### src/rtl/sr_cmd_sequencer.sv
// Command sequencer that drives a downstream SR flip-flop with HOLD/RESET/SET.
// Optional build macro: SR_CMD_SET_PRIORITY_EN (SET wins on conflicting requests).
module sr_cmd_sequencer #(
  parameter int MIN_DWELL = 4,
  parameter int DWELL_W   = 4,
  parameter int CONF_W    = 8
) (
  input  logic              clk,
  input  logic              rst,
  input  logic              set_req,
  input  logic              reset_req,
  output logic [1:0]        cmd,
  output logic              q_mirror,
  output logic              busy,
  output logic [CONF_W-1:0] conflict_cnt
);

  localparam logic [1:0] CMD_HOLD  = 2'b00;
  localparam logic [1:0] CMD_RESET = 2'b01;
  localparam logic [1:0] CMD_SET   = 2'b10;

  localparam logic [1:0] ST_LOW     = 2'd0;
  localparam logic [1:0] ST_HIGH    = 2'd1;
  localparam logic [1:0] ST_DWELL_H = 2'd2;
  localparam logic [1:0] ST_DWELL_L = 2'd3;

  localparam logic [DWELL_W-1:0] DWELL_LOAD = DWELL_W'(MIN_DWELL - 1);
  localparam logic [CONF_W-1:0]  CONF_MAX   = '1;

  logic [1:0]         state_q, state_d;
  logic [1:0]         cmd_q, cmd_d;
  logic               q_mirror_q, q_mirror_d;
  logic               busy_q, busy_d;
  logic [CONF_W-1:0]  conf_q, conf_d;
  logic [DWELL_W-1:0] dwell_q, dwell_d;
  logic               pend_set_q, pend_set_d;
  logic               pend_reset_q, pend_reset_d;

  logic conflict;
  logic eff_set;
  logic eff_reset;
  logic want_set;
  logic want_reset;

  assign conflict = set_req & reset_req;

`ifdef SR_CMD_SET_PRIORITY_EN
  assign eff_set   = set_req;
  assign eff_reset = reset_req & ~set_req;
`else
  assign eff_set   = set_req & ~reset_req;
  assign eff_reset = reset_req;
`endif

  // A same-direction request cancels an opposite pending one.
  assign want_set   = (pend_set_q | eff_set) & ~eff_reset;
  assign want_reset = (pend_reset_q | eff_reset) & ~eff_set;

  always_comb begin
    state_d      = state_q;
    cmd_d        = CMD_HOLD;
    dwell_d      = dwell_q;
    pend_set_d   = pend_set_q;
    pend_reset_d = pend_reset_q;
    unique case (state_q)
      ST_LOW: begin
        pend_set_d   = 1'b0;
        pend_reset_d = 1'b0;
        if (eff_set) begin
          cmd_d   = CMD_SET;
          state_d = ST_DWELL_H;
          dwell_d = DWELL_LOAD;
        end
      end
      ST_HIGH: begin
        pend_set_d   = 1'b0;
        pend_reset_d = 1'b0;
        if (eff_reset) begin
          cmd_d   = CMD_RESET;
          state_d = ST_DWELL_L;
          dwell_d = DWELL_LOAD;
        end
      end
      ST_DWELL_H: begin
        pend_set_d   = 1'b0;
        pend_reset_d = want_reset;
        if (dwell_q != '0) begin
          dwell_d = dwell_q - 1'b1;
        end else if (want_reset) begin
          cmd_d        = CMD_RESET;
          state_d      = ST_DWELL_L;
          dwell_d      = DWELL_LOAD;
          pend_reset_d = 1'b0;
        end else begin
          state_d      = ST_HIGH;
          pend_reset_d = 1'b0;
        end
      end
      ST_DWELL_L: begin
        pend_reset_d = 1'b0;
        pend_set_d   = want_set;
        if (dwell_q != '0) begin
          dwell_d = dwell_q - 1'b1;
        end else if (want_set) begin
          cmd_d      = CMD_SET;
          state_d    = ST_DWELL_H;
          dwell_d    = DWELL_LOAD;
          pend_set_d = 1'b0;
        end else begin
          state_d    = ST_LOW;
          pend_set_d = 1'b0;
        end
      end
      default: begin
        state_d = ST_LOW;
      end
    endcase
  end

  always_comb begin
    q_mirror_d = q_mirror_q;
    unique case (1'b1)
      cmd_q == CMD_SET:   q_mirror_d = 1'b1;
      cmd_q == CMD_RESET: q_mirror_d = 1'b0;
      default:            q_mirror_d = q_mirror_q;
    endcase
  end

  always_comb begin
    busy_d = (state_d == ST_DWELL_H) || (state_d == ST_DWELL_L);
    conf_d = conf_q;
    if (conflict && (conf_q != CONF_MAX)) begin
      conf_d = conf_q + 1'b1;
    end
  end

  always_ff @(posedge clk) begin
    if (rst) begin
      state_q      <= ST_LOW;
      cmd_q        <= CMD_HOLD;
      q_mirror_q   <= 1'b0;
      busy_q       <= 1'b0;
      conf_q       <= '0;
      dwell_q      <= '0;
      pend_set_q   <= 1'b0;
      pend_reset_q <= 1'b0;
    end else begin
      state_q      <= state_d;
      cmd_q        <= cmd_d;
      q_mirror_q   <= q_mirror_d;
      busy_q       <= busy_d;
      conf_q       <= conf_d;
      dwell_q      <= dwell_d;
      pend_set_q   <= pend_set_d;
      pend_reset_q <= pend_reset_d;
    end
  end

  assign cmd          = cmd_q;
  assign q_mirror     = q_mirror_q;
  assign busy         = busy_q;
  assign conflict_cnt = conf_q;

endmodule

### config.mk
export PLATFORM = sky130hd
export DESIGN_NAME = sr_cmd_sequencer
export DESIGN_NICKNAME = d
export VERILOG_FILES = /design/src/rtl/sr_cmd_sequencer.sv
export SDC_FILE = /design/constraint.sdc
export NUM_CORES = 1
export LEC_CHECK = 0
export CAP_MARGIN = 20
export CORE_AREA = 4 4 57 59
export CTS_CLUSTER_SIZE = 16
export DETAILED_ROUTE_END_ITERATION = 10
export DIE_AREA = 0 0 61 63
export GPL_ROUTABILITY_DRIVEN = 0
export PLACE_DENSITY = 0.52
export SYNTH_ARGS = -nofsm -noshare
export SYNTH_HDL_FRONTEND = slang
export SYNTH_SLANG_ARGS = --single-unit
export TNS_END_PERCENT = 5
### constraint.sdc
create_clock -name clk -period 4.05 [get_ports clk]
set_input_delay 0.405 -clock clk [delete_from_list [all_inputs] [get_ports clk]]
set_output_delay 0.405 -clock clk [all_outputs]
set_load 0.01 [all_outputs]
-- Word level (Yosys, flattened, before mapping)
Cells that the tools add are included.
- word-level logic and storage cells: 63
- bits in registers: 20
- $add $sub $neg: 2
- bitwise operators: 8
- equality and inequality tests: 12
- reductions and logical operators: 8
- muxes and demuxes: 25
- operators by type and width (cell ; count):
    2-to-1 mux 4 bit ; 6
    2-to-1 mux 2 bit ; 8
    case mux 2 bit (4 select lines) ; 2
    case mux 4 bit (4 select lines) ; 1
    equality test 2 bit, second input constant ; 5
    adder 8 x 1 -> 8 bit, second input constant ; 1
    != test 8 bit, second input constant ; 1
    != test 3 bit, second input constant ; 2
    case mux 1 bit (2 select lines) ; 3
    OR reduction 3 bit ; 2
    2-to-1 mux 1 bit ; 5
    bitwise AND 1 bit ; 4
    equality test 2 x 1 -> 1 bit, second input constant ; 2
    != test 2 bit, second input constant ; 2
    AND reduction 4 bit ; 1
    nonzero test 4 bit ; 1
    subtractor 4 x 1 -> 4 bit, second input constant ; 1
    logical NOT 2 bit ; 1
    NOT 1 bit ; 2
    bitwise OR 1 bit ; 2
    nonzero test 2 bit ; 1
    logical AND 1 bit ; 1
    logical OR 1 bit ; 1

-- Depth between registers and ports, before layout
- word-level depth: 9
- mapped depth: 6
- mapped depth without buffers: 6

-- Worst setup path before layout
No wires, ideal clock.
- path type: flip-flop to flip-flop
- from: reg dwell_q[0]
- to: reg dwell_q[2]
- path buffers: 0
- clock period less this slack: 1.496 ns
- arrival: 1.377 ns
- path slack: 2.554 ns
- required time: 3.930 ns
- cell stages (with the launch flop): 7
- path through: dfxtp_1 inv_1 ha_1 nand4bb_2 o21ba_1 a21o_1 o31a_1
- longest elaborated chain between the ends: 3
- elaborated cells between the ends (all ways): 8
- classes of those cells: add/sub (1); eq/ne (2); mux (3); reduce/logical (2)
- RTL lines (element ; RTL line ; RTL):
    start, declared ; 35 ; logic [DWELL_W-1:0] dwell_q, dwell_d;
    start signal, assigned ; 153 ; dwell_q <= dwell_d;
    subtractor 4 x 1 -> 4 bit or nonzero test 4 bit (tied branches) ; - ;
    2-to-1 mux 4 bit (tied with other cells) ; 102 ; if (dwell_q != '0) begin
    case mux 4 bit (4 select lines) or AND reduction 4 bit (tied branches) ; - ;
Several ways; a longest one is shown, not always the timed one.
A chain may end at the register's enable or synchronous reset.

==> impl_results.md <==
* Status: finished clean
* Crit Path Max Fanout at 11
* Leakage at 0.0004125 µW
* Max layer used: met4
* CTS Hold Bufs at 0
* Num CTS Buffers at 3
* Logic gate share of total power at a little under a quarter
* Layout Nets at 130
* Syn nets at 114
* Sum of buffers and inverters on the critical path at 1
* Final HPWL DP at between 1 and 1.5 mm
* Setup violations, final at 0
* Commonest cells in the netlist: 19 x dfxtp_1, 13 x nor2_1, 7 x nand2_1
* Synth area leaders: dfxtp_1 41%, ha_1 5.4%, nor2_1 5.3%, xor2_1 3.8%, mux2i_1 3.2%
* Diodes inserted at 0
* Vias in the first global route at 751
* DRC at 0
* Pwr/cell area at between 300 and 400 nW/µm²
* Fmax achieved at 537.3 MHz
* Layout cells sized above 1 at 6.612%
* Routed WL per cell at between 10 and 15 µm
* Grt total ovfl at 0
* Fin crit period at 1.861 ns
* WL met1 at 951 µm
* Pre-CTS worst setup slack at ~2.0 ns
* Syn. warnings at 0
* Initial antenna violation count at 0
* I/O pin total at 16
* Hold Path Class: reg -> reg
* Crit end category: output pin
* All-Layer GR Usage at approximately 11%
* Finished Layout Cells at between 150 and 200
* Mapped Cells at 106
* Die Wd at 61 µm
* Main synth FF type: dfxtp_1
* Via density per instance at 5.118
* RSZ-0062 raised after global routing: false
* Syn_area_per_cell at 8.758 µm²
* Crit Path Category: reg -> out
* Post-Route WL at 1.931 mm
* Routed vias at 778
* Async set or reset register ratio after synthesis at 0%
* Fin. Hold Viols at 0
* Reg power frac at 53.4%
* Placed cells at 148
* CTS root buf: clkbuf_4
* Clock skew at 0.005291 ns
* Synth area leader: dfxtp_1
* Hold slack at 0.4990 ns
* Initial Util at 34.26%
* Switching Power at 125.3 µW
* Post-CTS Setup Repair Bufs at 0
* Post-CTS sizing at 0
* Int Pwr at between 200 and 300 µW
* CTS tree: built
* Fin. max-slew vios at 0
* Post-route antenna net violation count at 0
* EDFF count, synth at 0
* CP arrival at about 1.5 ns
* Peak VDD IR at 0.2488 mV
* Rel. slew slack at 52.62%
* CP top delay family: buffers and inverters
* CP startpoint kind: flop
* Area delta synth->final at 21.02%
* Worst-Skew Late Latency at 0.29 ns
* Netlist Area Pre-Place at 928.4 µm²
* Final worst slack at approximately 2.2 ns
* Max incr delay on CP at 0.61 ns
* Setup tns final at 0 ns
* Total chip power at approximately 420 µW
* Slowest CP cell: clkdlybuf4s50_1
* Met3 wire length at 59 µm
* Net Sw Frac at about 30%
* CP required at 3.64 ns
* Clock power frac at 22.6%
* Tcrit/Tclk final at 45.96%
* Fill count at 285
* Post-synthesis sequential area ratio at 40.97%
* First-iteration detailed-routing DRC count at 17
* Most common cell in the netlist: dfxtp_1
* Reg clk slew, reported paths at 0.11 ns
* Die area at 3843 µm²
* Die Span Y at 63 µm
* Clock Sinks at 19
* Worst-Margin Slew at 0.7085 ns
* First-pass GRT wire length at 3.387 mm
* Pre-antenna DRT Iters at 4
* Clock buffer depth at 2
* Critical Path, Cell by Cell: clkdlybuf4s50_1
* Max Cap Viol at 0
* Largest net degree at the start of global routing at 19
* Synth Register Bits at 19
* H-Tree Depth at 1
* Placeable Area at 2710 µm²
* Post-synth cell types at 36
* Met2 wire length at 901 µm
* Row count at 19
* Post-synth top area share at around two fifths
* Number of port buffers at 15
-- registers in the layout (all words and copies together), names as in the netlist --
name	flops
cmd	2
q_mirror	1
conflict_cnt	8
pend_set_q	1
state_q	2
pend_reset_q	1
dwell_q	4
-- layout by cell type (no fill, tap or decap), types with 2 or more instances in the layout --
master,netlist,routed
o21ai_0,3,3
xor2_1,4,4
clkbuf_4,0,3
o211ai_1,2,2
ha_1,4,4
nor2_1,13,13
a21oi_1,4,4
nand3_1,4,4
nor3_1,5,5
nor3b_1,3,3
and3_1,2,2
clkdlybuf4s50_1,0,15
o21ai_1,2,2
mux2i_1,3,3
inv_1,5,5
nand2b_1,2,2
nor4_1,3,3
nor2b_1,2,2
dfxtp_1,19,19
nand2_1,7,7
-- per-layer routing --
| metal | track usage, % | vias to the layer above |
|---|---|---|
| li1 | - | 406 |
| met1 | 14.29 | 359 |
| met2 | 18.58 | 11 |
| met3 | 3.719 | 2 |
| met4 | 2.439 | 0 |
| met5 | 0 | - |
-- cell type report --
class,count,area [µm²],area share [%]
Sequential cell,19,380.4,33.85
Multi-Input combinational cell,78,509.2,45.32
Timing Repair Buffer,15,150.1,13.36
Tap cell,31,38.79,3.452
Clock buffer,4,26.28,2.339
Inverter,5,18.77,1.670
-- stage by stage --
stage,util [%],cell area (µm²)
after floorplan,-,928.4
after global placement,40.49,1097
after detailed placement,40.49,1097
after CTS,41.46,1124
after global routing,41.46,1124
final,41.46,1124
-- final timing paths --
kind / slack (ns) / startpoint / to / depth (start not counted)
min reg2reg: 0.50 / q_mirror / q_mirror / 2
max reg2reg: 2.41 / dwell_q[0] / dwell_q[2] / 6
min: 0.50 / q_mirror / q_mirror / 2
max: 2.19 / state_q[1] / busy / 1
-- cells by family after synthesis --
kind of cell / synth area share, %
adders and majority gates: 5.391
AOI/OAI and AO/OA: 15.77
buffers and inverters: 4.178
muxes: 3.235
xor gates and xnor gates: 3.773
and+or+nand+nor: 26.69
DFF: 40.97
-- power groups by stage --
stage	Clock, µW	Combinational [µW]	Sequential (µW)
after floorplan	0	73.6	222
after global placement	0	99.8	226
after detailed placement	0	102	227
after CTS	103	102	223
after global routing	108	115	226
final	94.2	99.9	222
Note: power is estimated with default switching activity, not from simulation.
